**src/rtl/maze_pkg.sv**
```systemverilog
// Shared encodings for the maze renderer: move directions, FSM states,
// RGB565 colour constants and a saturating counter helper.
package maze_pkg;

  typedef enum logic [1:0] {
    DIR_UP    = 2'b00,
    DIR_DOWN  = 2'b01,
    DIR_LEFT  = 2'b10,
    DIR_RIGHT = 2'b11
  } dir_e;

  typedef enum logic [1:0] {
    ST_IDLE   = 2'b00,
    ST_CHECK  = 2'b01,
    ST_COMMIT = 2'b10,
    ST_WIN    = 2'b11
  } state_e;

  localparam logic [15:0] RGB_WHITE = 16'hFFFF;
  localparam logic [15:0] RGB_BLUE  = 16'h001F;
  localparam logic [15:0] RGB_GREEN = 16'h07E0;
  localparam logic [15:0] RGB_BLACK = 16'h0000;

  function automatic logic [7:0] sat_inc8(input logic [7:0] value);
    return (value == 8'hFF) ? value : value + 8'd1;
  endfunction

endpackage

```
**src/rtl/maze_pixel_classify.sv**
```systemverilog
// Combinational pixel classifier: maps a linear pixel address to its colour
// from the wall maps and the current player cell.
module maze_pixel_classify
  import maze_pkg::*;
#(
  parameter int          DISP_W     = 96,
  parameter int          DISP_H     = 64,
  parameter int          COLS       = 7,
  parameter int          ROWS       = 5,
  parameter int          CELL_PX    = 12,
  parameter int          WALL_PX    = 3,
  parameter int          EXIT_COL   = 6,
  parameter int          EXIT_ROW   = 4,
  parameter int          COL_W      = 3,
  parameter int          ROW_W      = 3,
  parameter logic [15:0] WALL_RGB   = RGB_WHITE,
  parameter logic [15:0] PLAYER_RGB = RGB_BLUE,
  parameter logic [15:0] EXIT_RGB   = RGB_GREEN,
  parameter logic [15:0] BG_RGB     = RGB_BLACK
) (
  input  logic [12:0]                index,
  input  logic [COLS*(ROWS+1)-1:0]   h_walls,
  input  logic [(COLS+1)*ROWS-1:0]   v_walls,
  input  logic [COL_W-1:0]           player_col,
  input  logic [ROW_W-1:0]           player_row,
  output logic [15:0]                colour
);

  localparam int H_BITS = COLS * (ROWS + 1);
  localparam int V_BITS = (COLS + 1) * ROWS;

  logic [12:0] x_pos, y_pos;
  logic [12:0] cell_x, cell_y;
  logic [12:0] off_x, off_y;
  logic [12:0] h_sel, v_sel;
  logic        in_maze, in_x_band, in_y_band;
  logic        h_bit, v_bit;
  logic        is_player, is_exit;

  always_comb begin
    x_pos  = index % 13'(DISP_W);
    y_pos  = index / 13'(DISP_W);
    cell_x = x_pos / 13'(CELL_PX);
    cell_y = y_pos / 13'(CELL_PX);
    off_x  = x_pos % 13'(CELL_PX);
    off_y  = y_pos % 13'(CELL_PX);

    in_maze = (index < 13'(DISP_W * DISP_H))
           && (x_pos < 13'(COLS * CELL_PX + WALL_PX))
           && (y_pos < 13'(ROWS * CELL_PX + WALL_PX));
    in_x_band = off_x < 13'(WALL_PX);
    in_y_band = off_y < 13'(WALL_PX);

    // A band's line index is the cell coordinate on its own axis; the other
    // coordinate picks the cell the band borders.
    h_sel = cell_y * 13'(COLS) + cell_x;
    v_sel = cell_y * 13'(COLS + 1) + cell_x;
    h_bit = |(h_walls & (H_BITS'(1) << h_sel));
    v_bit = |(v_walls & (V_BITS'(1) << v_sel));

    is_player = (cell_x == 13'(player_col)) && (cell_y == 13'(player_row));
    is_exit   = (cell_x == 13'(EXIT_COL)) && (cell_y == 13'(EXIT_ROW));
  end

  // NOTE: the default is assigned before any branch so every path drives
  // colour and no latch is inferred.
  always_comb begin
    colour = BG_RGB;
    if (in_maze) begin
      if (in_x_band && in_y_band) colour = WALL_RGB;
      else if (in_x_band)         colour = v_bit ? WALL_RGB : BG_RGB;
      else if (in_y_band)         colour = h_bit ? WALL_RGB : BG_RGB;
      else if (is_player)         colour = PLAYER_RGB;
      else if (is_exit)           colour = EXIT_RGB;
    end
  end

endmodule

```
**src/rtl/maze_renderer.sv**
```systemverilog
// Maze game core: move-handling FSM over a wall map plus a registered
// pixel lookup for the display scan.
module maze_renderer
  import maze_pkg::*;
#(
  parameter int          DISP_W     = 96,
  parameter int          DISP_H     = 64,
  parameter int          COLS       = 7,
  parameter int          ROWS       = 5,
  parameter int          CELL_PX    = 12,
  parameter int          WALL_PX    = 3,
  parameter int          START_COL  = 0,
  parameter int          START_ROW  = 0,
  parameter int          EXIT_COL   = 6,
  parameter int          EXIT_ROW   = 4,
  parameter logic [15:0] WALL_RGB   = RGB_WHITE,
  parameter logic [15:0] PLAYER_RGB = RGB_BLUE,
  parameter logic [15:0] EXIT_RGB   = RGB_GREEN,
  parameter logic [15:0] BG_RGB     = RGB_BLACK,
  localparam int         COL_W      = (COLS > 1) ? $clog2(COLS) : 1,
  localparam int         ROW_W      = (ROWS > 1) ? $clog2(ROWS) : 1
) (
  input  logic                      clk,
  input  logic                      reset,
  input  logic [12:0]               index,
  output logic [15:0]               data,
  input  logic [COLS*(ROWS+1)-1:0]  h_walls,
  input  logic [(COLS+1)*ROWS-1:0]  v_walls,
  input  logic                      move_valid,
  input  logic [1:0]                move_dir,
  output logic                      move_ready,
  input  logic                      restart,
  output logic                      move_done,
  output logic                      move_ok,
  output logic [COL_W-1:0]          player_col,
  output logic [ROW_W-1:0]          player_row,
  output logic                      win,
  output logic [7:0]                move_count
);

  localparam int H_BITS = COLS * (ROWS + 1);
  localparam int V_BITS = (COLS + 1) * ROWS;

  state_e           state_q, state_d;
  dir_e             dir_q;
  logic [COL_W-1:0] col_q, target_col;
  logic [ROW_W-1:0] row_q, target_row;
  logic [7:0]       count_q;
  logic             win_q, done_q, ok_q;
  logic             accept, blocked, at_exit;
  logic [31:0]      h_sel, v_sel;
  logic [15:0]      pixel_colour;

  maze_pixel_classify #(
    .DISP_W(DISP_W), .DISP_H(DISP_H), .COLS(COLS), .ROWS(ROWS),
    .CELL_PX(CELL_PX), .WALL_PX(WALL_PX),
    .EXIT_COL(EXIT_COL), .EXIT_ROW(EXIT_ROW),
    .COL_W(COL_W), .ROW_W(ROW_W),
    .WALL_RGB(WALL_RGB), .PLAYER_RGB(PLAYER_RGB),
    .EXIT_RGB(EXIT_RGB), .BG_RGB(BG_RGB)
  ) u_classify (
    .index      (index),
    .h_walls    (h_walls),
    .v_walls    (v_walls),
    .player_col (col_q),
    .player_row (row_q),
    .colour     (pixel_colour)
  );

  assign at_exit = (col_q == COL_W'(EXIT_COL)) && (row_q == ROW_W'(EXIT_ROW));

  // Wall crossed by the latched move; an open border still cannot carry the
  // player outside the representable grid.
  always_comb begin
    blocked    = 1'b0;
    target_col = col_q;
    target_row = row_q;
    h_sel      = 32'(row_q) * COLS + 32'(col_q);
    v_sel      = 32'(row_q) * (COLS + 1) + 32'(col_q);
    unique case (dir_q)
      DIR_UP: begin
        blocked    = |(h_walls & (H_BITS'(1) << h_sel)) || (row_q == '0);
        target_row = row_q - ROW_W'(1);
      end
      DIR_DOWN: begin
        blocked    = |(h_walls & (H_BITS'(1) << (h_sel + COLS)))
                  || (row_q == ROW_W'(ROWS - 1));
        target_row = row_q + ROW_W'(1);
      end
      DIR_LEFT: begin
        blocked    = |(v_walls & (V_BITS'(1) << v_sel)) || (col_q == '0);
        target_col = col_q - COL_W'(1);
      end
      DIR_RIGHT: begin
        blocked    = |(v_walls & (V_BITS'(1) << (v_sel + 1)))
                  || (col_q == COL_W'(COLS - 1));
        target_col = col_q + COL_W'(1);
      end
      default: blocked = 1'b1;
    endcase
  end

  always_comb begin
    state_d = state_q;
    accept  = 1'b0;
    unique case (state_q)
      ST_IDLE: begin
        if (move_valid) begin
          state_d = ST_CHECK;
          accept  = 1'b1;
        end
      end
      ST_CHECK:  state_d = ST_COMMIT;
      ST_COMMIT: state_d = at_exit ? ST_WIN : ST_IDLE;
      ST_WIN:    state_d = ST_WIN;
      default:   state_d = ST_IDLE;
    endcase
    if (restart) begin
      state_d = ST_IDLE;
      accept  = 1'b0;
    end
  end

  // NOTE: all state here is updated with non-blocking assignments so every
  // register samples the pre-edge values of the others.
  always_ff @(posedge clk) begin
    if (reset) begin
      state_q <= ST_IDLE;
      dir_q   <= DIR_UP;
      col_q   <= COL_W'(START_COL);
      row_q   <= ROW_W'(START_ROW);
      count_q <= 8'd0;
      win_q   <= 1'b0;
      done_q  <= 1'b0;
      ok_q    <= 1'b0;
      data    <= 16'h0000;
    end else begin
      state_q <= state_d;
      data    <= pixel_colour;
      done_q  <= 1'b0;
      ok_q    <= 1'b0;
      if (accept) dir_q <= dir_e'(move_dir);
      if (restart) begin
        col_q   <= COL_W'(START_COL);
        row_q   <= ROW_W'(START_ROW);
        count_q <= 8'd0;
        win_q   <= 1'b0;
      end else if (state_q == ST_CHECK) begin
        // Result is registered so the pulse, new position and count all
        // appear together in the COMMIT cycle.
        done_q <= 1'b1;
        ok_q   <= !blocked;
        if (!blocked) begin
          col_q   <= target_col;
          row_q   <= target_row;
          count_q <= sat_inc8(count_q);
        end
      end else if (state_q == ST_COMMIT && at_exit) begin
        win_q <= 1'b1;
      end
    end
  end

  assign move_ready = (state_q == ST_IDLE);
  assign move_done  = done_q;
  assign move_ok    = ok_q;
  assign player_col = col_q;
  assign player_row = row_q;
  assign win        = win_q;
  assign move_count = count_q;

endmodule
```
**config.mk**
```make
export PLATFORM = sky130hd
export DESIGN_NAME = maze_renderer
export DESIGN_NICKNAME = d
export VERILOG_FILES = /design/src/rtl/maze_pkg.sv /design/src/rtl/maze_pixel_classify.sv /design/src/rtl/maze_renderer.sv
export SDC_FILE = /design/constraint.sdc
export NUM_CORES = 1
export LEC_CHECK = 0
export BUFFER_PORTS_ARGS = -buffer_cell sky130_fd_sc_hd__buf_2
export CELL_PAD_IN_SITES_DETAIL_PLACEMENT = 0
export CELL_PAD_IN_SITES_GLOBAL_PLACEMENT = 1
export CORE_AREA = 2 2 127 129
export CTS_CLUSTER_DIAMETER = 80
export DETAILED_ROUTE_END_ITERATION = 16
export DIE_AREA = 0 0 129 131
export GPL_TIMING_DRIVEN = 0
export PLACE_DENSITY_LB_ADDON = 0.1
export SLEW_MARGIN = 20
export SYNTH_ARGS = -nofsm -noshare
export SYNTH_HDL_FRONTEND = slang
export SYNTH_SLANG_ARGS = --single-unit
```
**constraint.sdc**
```tcl
create_clock -name clk -period 7.7 [get_ports clk]
set_clock_uncertainty 0.15 [all_clocks]
set_input_delay 0.385 -clock clk [delete_from_list [all_inputs] [get_ports clk]]
set_output_delay 0.385 -clock clk [all_outputs]
set_load 0.1 [all_outputs]
```
# == Word level (Yosys, flattened, before mapping) ==
# Index checks and enable logic that the tools add are counted.
# word_totals
reg_bits,37
in_bits,101
output_inout_bits,34
elab_cells,111
# op_classes
add_sub_neg,11
multipliers,2
div_mod_pow,6
order_cmp,5
n_eq_ne,14
shift,6
n_mux,17
n_bitwise,10
n_reduce_logical,31
# op_table
cell,count
42-bit bitwise AND,3
42-bit OR reduction,3
40-bit bitwise AND,3
40-bit OR reduction,3
16-bit 2-to-1 mux,6
1-bit by 13-bit << shifter with 42-bit output (first input constant),1
1-bit by 7-bit << shifter with 42-bit output (first input constant),1
1-bit by 8-bit << shifter with 42-bit output (first input constant),1
1-bit by 13-bit << shifter with 40-bit output (first input constant),1
1-bit by 7-bit << shifter with 40-bit output (first input constant),1
1-bit by 8-bit << shifter with 40-bit output (first input constant),1
13-bit adder,2
13-bit by 4-bit divider with 13-bit output (second input constant),2
13-bit by 3-bit equality test with 1-bit output,2
13-bit by 3-bit equality test with 1-bit output (second input constant),2
13-bit by 2-bit < comparator with 1-bit output (second input constant),2
13-bit by 4-bit modulo with 13-bit output (second input constant),2
6-bit by 3-bit adder with 7-bit output,2
13-bit by 7-bit divider with 13-bit output (second input constant),1
13-bit < comparator (second input constant),1
13-bit by 6-bit < comparator with 1-bit output (second input constant),1
13-bit by 7-bit < comparator with 1-bit output (second input constant),1
13-bit by 7-bit modulo with 13-bit output (second input constant),1
13-bit by 3-bit multiplier with 13-bit output (second input constant),1
other kinds (28),58

# == Logic depth before layout (Yosys ltp) ==
# depth
ltp_word,11
depth_mapped,29
mapped_depth_nobuf,25

# == Cells and area by module ==
# From an unflattened synthesis, not the netlist that was laid out.
# unflattened
cells_unflattened,894
hier_area_um2,6932.9
# modules_own_cells
mod,n_inst,cells_per_inst,area_each_um2,seq_area_each_um2
maze_renderer,1,468,3886.2,740.7
maze_pixel_classify,1,426,3046.7,0.0

# == Least setup slack after synthesis ==
# OpenSTA, ideal clock, no wires.
# synth_path
path_kind,input port to flip-flop
startpoint,in index[9]
endpoint,reg data[4]
setup_ns,0.116
arrival_ns,5.873
t_required_ns,7.434
path_slack_ns,1.560
path_stages,27
n_path_buf,3
cell_sequence,buf_6 -> xor2_4 -> o221ai_2 -> a22o_1 -> buf_4 -> a21oi_1 -> inv_1 -> ha_1 -> nand2_1 -> o21ai_0 -> inv_1 -> fa_1 -> inv_1 -> fa_1 -> inv_1 -> fa_1 -> buf_1 -> mux4_2 -> mux4_2 -> and2_1 -> o21ai_0 -> o31ai_1 -> nand3_1 -> a21oi_1 -> o41ai_2 -> a311oi_2 -> a41o_1
# synth_between
elab_chain_len,11
elab_cells_between_ends,34
cone_classes,2 x add/sub; 1 x mul; 6 x div; 5 x order compare; 2 x eq/ne; 2 x shift; 6 x mux; 3 x bitwise; 7 x reduce/logical
# synth_lines
item,line,rtl
"start, declared",maze_renderer.sv:25,"input logic [12:0] index,"
13-bit by 7-bit divider with 13-bit output,maze_pixel_classify.sv:42,y_pos = index / 13'(DISP_W);
13-bit by 4-bit divider with 13-bit output,maze_pixel_classify.sv:44,cell_y = y_pos / 13'(CELL_PX);
13-bit by 3-bit multiplier with 13-bit output,maze_pixel_classify.sv:56,h_sel = cell_y * 13'(COLS) + cell_x;
13-bit adder,maze_pixel_classify.sv:56,
1-bit by 13-bit << shifter with 42-bit output,maze_pixel_classify.sv:58,h_bit = |(h_walls & (H_BITS'(1) << h_sel));
42-bit bitwise AND,maze_pixel_classify.sv:58,
42-bit OR reduction,maze_pixel_classify.sv:58,
16-bit 2-to-1 mux (2 in series),maze_pixel_classify.sv:72,else if (in_y_band) colour = h_bit ? WALL_RGB : BG_RGB;
16-bit 2-to-1 mux,maze_pixel_classify.sv:71,else if (in_x_band) colour = v_bit ? WALL_RGB : BG_RGB;
16-bit 2-to-1 mux,maze_pixel_classify.sv:70,if (in_x_band && in_y_band) colour = WALL_RGB;
"end signal, assigned",maze_renderer.sv:139,data <= pixel_colour;
"end, declared",maze_renderer.sv:26,"output logic [15:0] data,"
# Several ways; a longest one is shown, not always the timed one.
# A chain may end at the register's enable or synchronous reset.

# == Final worst setup path ==
# Same ends and word-level chain as after synthesis.

==> out/metrics.cfg <==
[die]
dieArea_um2 = 16900
chipHeight_um = 131
rows = 46
die_w_um = 129
initial_core_util_pct = 40.9
core_area_um2 = 15600
pin_count = 135

[clock_tree]
htreeDepth = 1
tritoncts = done
cts_buffers = 3
cts_hold_buf = 0
clock-sinks = 24
path_clk_slew_ps = 60
cts.path.max_buffers = 2
clk_latency_ps = 260
ctsRootBufferMaster = clkbuf_16
cts_resized = 0
cts_setup_buffers = 0

[logic_synthesis]
synth-edff-count = 0
syn-cell-area_um2 = 6380
synth_commonest_cells = nand2_1, nor2_1, inv_1, o21ai_0
synth_warnings = 0
synthFlopType = dfxtp_1
ys_seq_area_share_pct = 7.52
syn_area_per_cell_um2 = 7.76
ys_ff_latch = 24
synth.most_common_cell = nand2_1
synth_top_area_share_pct = 7.76
synth_top_area_cell = mux4_2
synth.distinct_cells = 95
netlist_instances = 823
synthTopCellsByArea = mux4_2, ha_1, dfxtp_1
async_reset_ff_share_pct = 0

[finish]
nNetsFinal = 1126
post-route-util_pct = 47.9
antenna_cells = 0
stdcell_area_um2 = 7460
area_delta_synth_final_pct = 16.9
layout-drive-gt1-share_pct = 22.6

[drt]
routed_via_density = 6.03
firstDrtPassIters = 7
drc = 0
drt_iter0_drc = 736
via_count = 7155
drt-wirelength-per-cell_um = 18.4
antenna_left = 0
routed_wl_um = 21900

[worst_setup_path]
path_class = input pin to flop
cp.arrival_ps = 7090
crit_path_max_fanout = 10
cp_common_cell = inv_1
rrSetupSlack_ps = 1430
cpPeakStageDelay_ps = 620
slowest_stage = fa_1
rr_startpoint = player_row[1]$_SDFFE_PP0P_
start_kind = input pin
crit_path_end_kind = flop
rr_endpoint = move_count[4]$_SDFFE_PP0P_
rr_worst_depth = 18
worstPathRequired_ps = 7740

[worst_hold_path]
hold_class = input pin to flop
hold_path_startpoint = move_dir[1]
hold_depth = 3
hold-path-endpoint = dir_q[1]$_SDFFE_PP0P_

[timing]
timing.fmax_mhz = 142
hold_violations = 0
setup_tns_ps = 0
relSlewSlack_pct = 45.6
rsz0062_at_grt = false
setup_violations = 0
slew_viol_final = 0
fin_crit_sh_pct = 91.6
whs_ps = 218
final.min_clock_period_ps = 7050
tightest_slew_ps = 813

[placed_design]
placed_area_um2 = 7360
globalplace.congestion = 0.906
port_buffers = 131
dp_hpwl_um = 17500

[global_routing]
antenna_found_initial = 0
grt_max_degree = 15
track_usage_pct = 25.1
grt_overflow = 0
grt_pass1_wl_um = 34400
first_global_vias = 6658

[power_and_ir_drop]
power_density_nw_per_um2 = 126
p_leak_nw = 3.16
peakVddDrop_v = 0.000110

[status]
outcome = finished clean

[run]
drv_cap = 0

-- flip-flops by register name (all words and copies together) (netlist names) --
register    flops
state_q         2
move_done       1
win             1
move_ok         1
data            3
player_row      3
player_col      3
dir_q           2
move_count      8
-- layout make-up --
cell class	instances	area [um^2]
Sequential cell	24	480
Clock buffer	3	75.1
Clock inverter	1	30.0
Tap cell	216	270
Timing Repair Buffer	131	656
Multi-Input combinational cell	692	5410
Buffer	73	364
Inverter	47	176
Fill cell	1658	8130
-- critical path: cells and delay by family --
kind                       cells  cell delay (ps)
muxes                          1              590
xor gates and xnor gates       1              190
adders and majority gates      4             1820
buffers and inverters          8             1270
and+or+nand+nor                2              240
AOI/OAI and AO/OA             11             2580
-- layer usage --
metal	part of all wire, %	up-vias	GRT usage [%]
li1	-	3413	-
met1	43	3383	34.4
met2	48	309	42.1
met3	7.0	50	2.24
met4	2.4	0	7.80
met5	0	-	0
-- cells in the final DEF, fill, tap and decap left out, types with 21 or more instances in the layout --
cell | netlist | final
buf_2 | 12 | 143
nand2_1 | 55 | 55
nor2_1 | 53 | 53
inv_1 | 45 | 45
o21ai_0 | 44 | 42
a21oi_1 | 39 | 39
ha_1 | 39 | 39
clkbuf_1 | 34 | 34
nand3_1 | 33 | 33
mux2i_1 | 31 | 31
a31oi_1 | 26 | 26
dfxtp_1 | 24 | 24
mux4_2 | 22 | 22
xnor2_1 | 21 | 21
-- stage by stage --
stage / setup slack, ps / total power [mW] / std cells
final: 646 / 0.938 / 1187
after global routing: 193 / 1.00 / 1187
after CTS: 382 / 0.932 / 1187
after global placement: 168 / 0.783 / 1183
after detailed placement: 165 / 0.780 / 1183
after floorplan: 1560 / 0.621 / 836
-- power breakdown --
part           leakage, nW  internal [mW]  switching, mW
registers            0.194          0.127        0.00287
logic                 2.91          0.265          0.396
clock network       0.0511          0.103         0.0448
-- logic make-up after synthesis --
group / share of synthesized area, %
adders and majority gates: 12.0
DFF: 7.52
AOI/OAI and AO/OA: 31.1
and+or+nand+nor: 21.0
other: 0.118
buffers and inverters: 8.47
muxes: 14.2
xor gates and xnor gates: 5.57
-- worst max-delay path by stage --
stage,depth (start not counted),end,startpoint
finish,27,data[4]$_SDFF_PP0_,index[9]
global route,24,data[4]$_SDFF_PP0_,index[10]
CTS,27,data[4]$_SDFF_PP0_,index[9]
detailed placement,27,data[4]$_SDFF_PP0_,index[9]
global placement,27,data[4]$_SDFF_PP0_,index[9]
floorplan,27,data[4]$_SDFF_PP0_,index[9]
No activity file was read; power rests on OpenSTA's default activity.
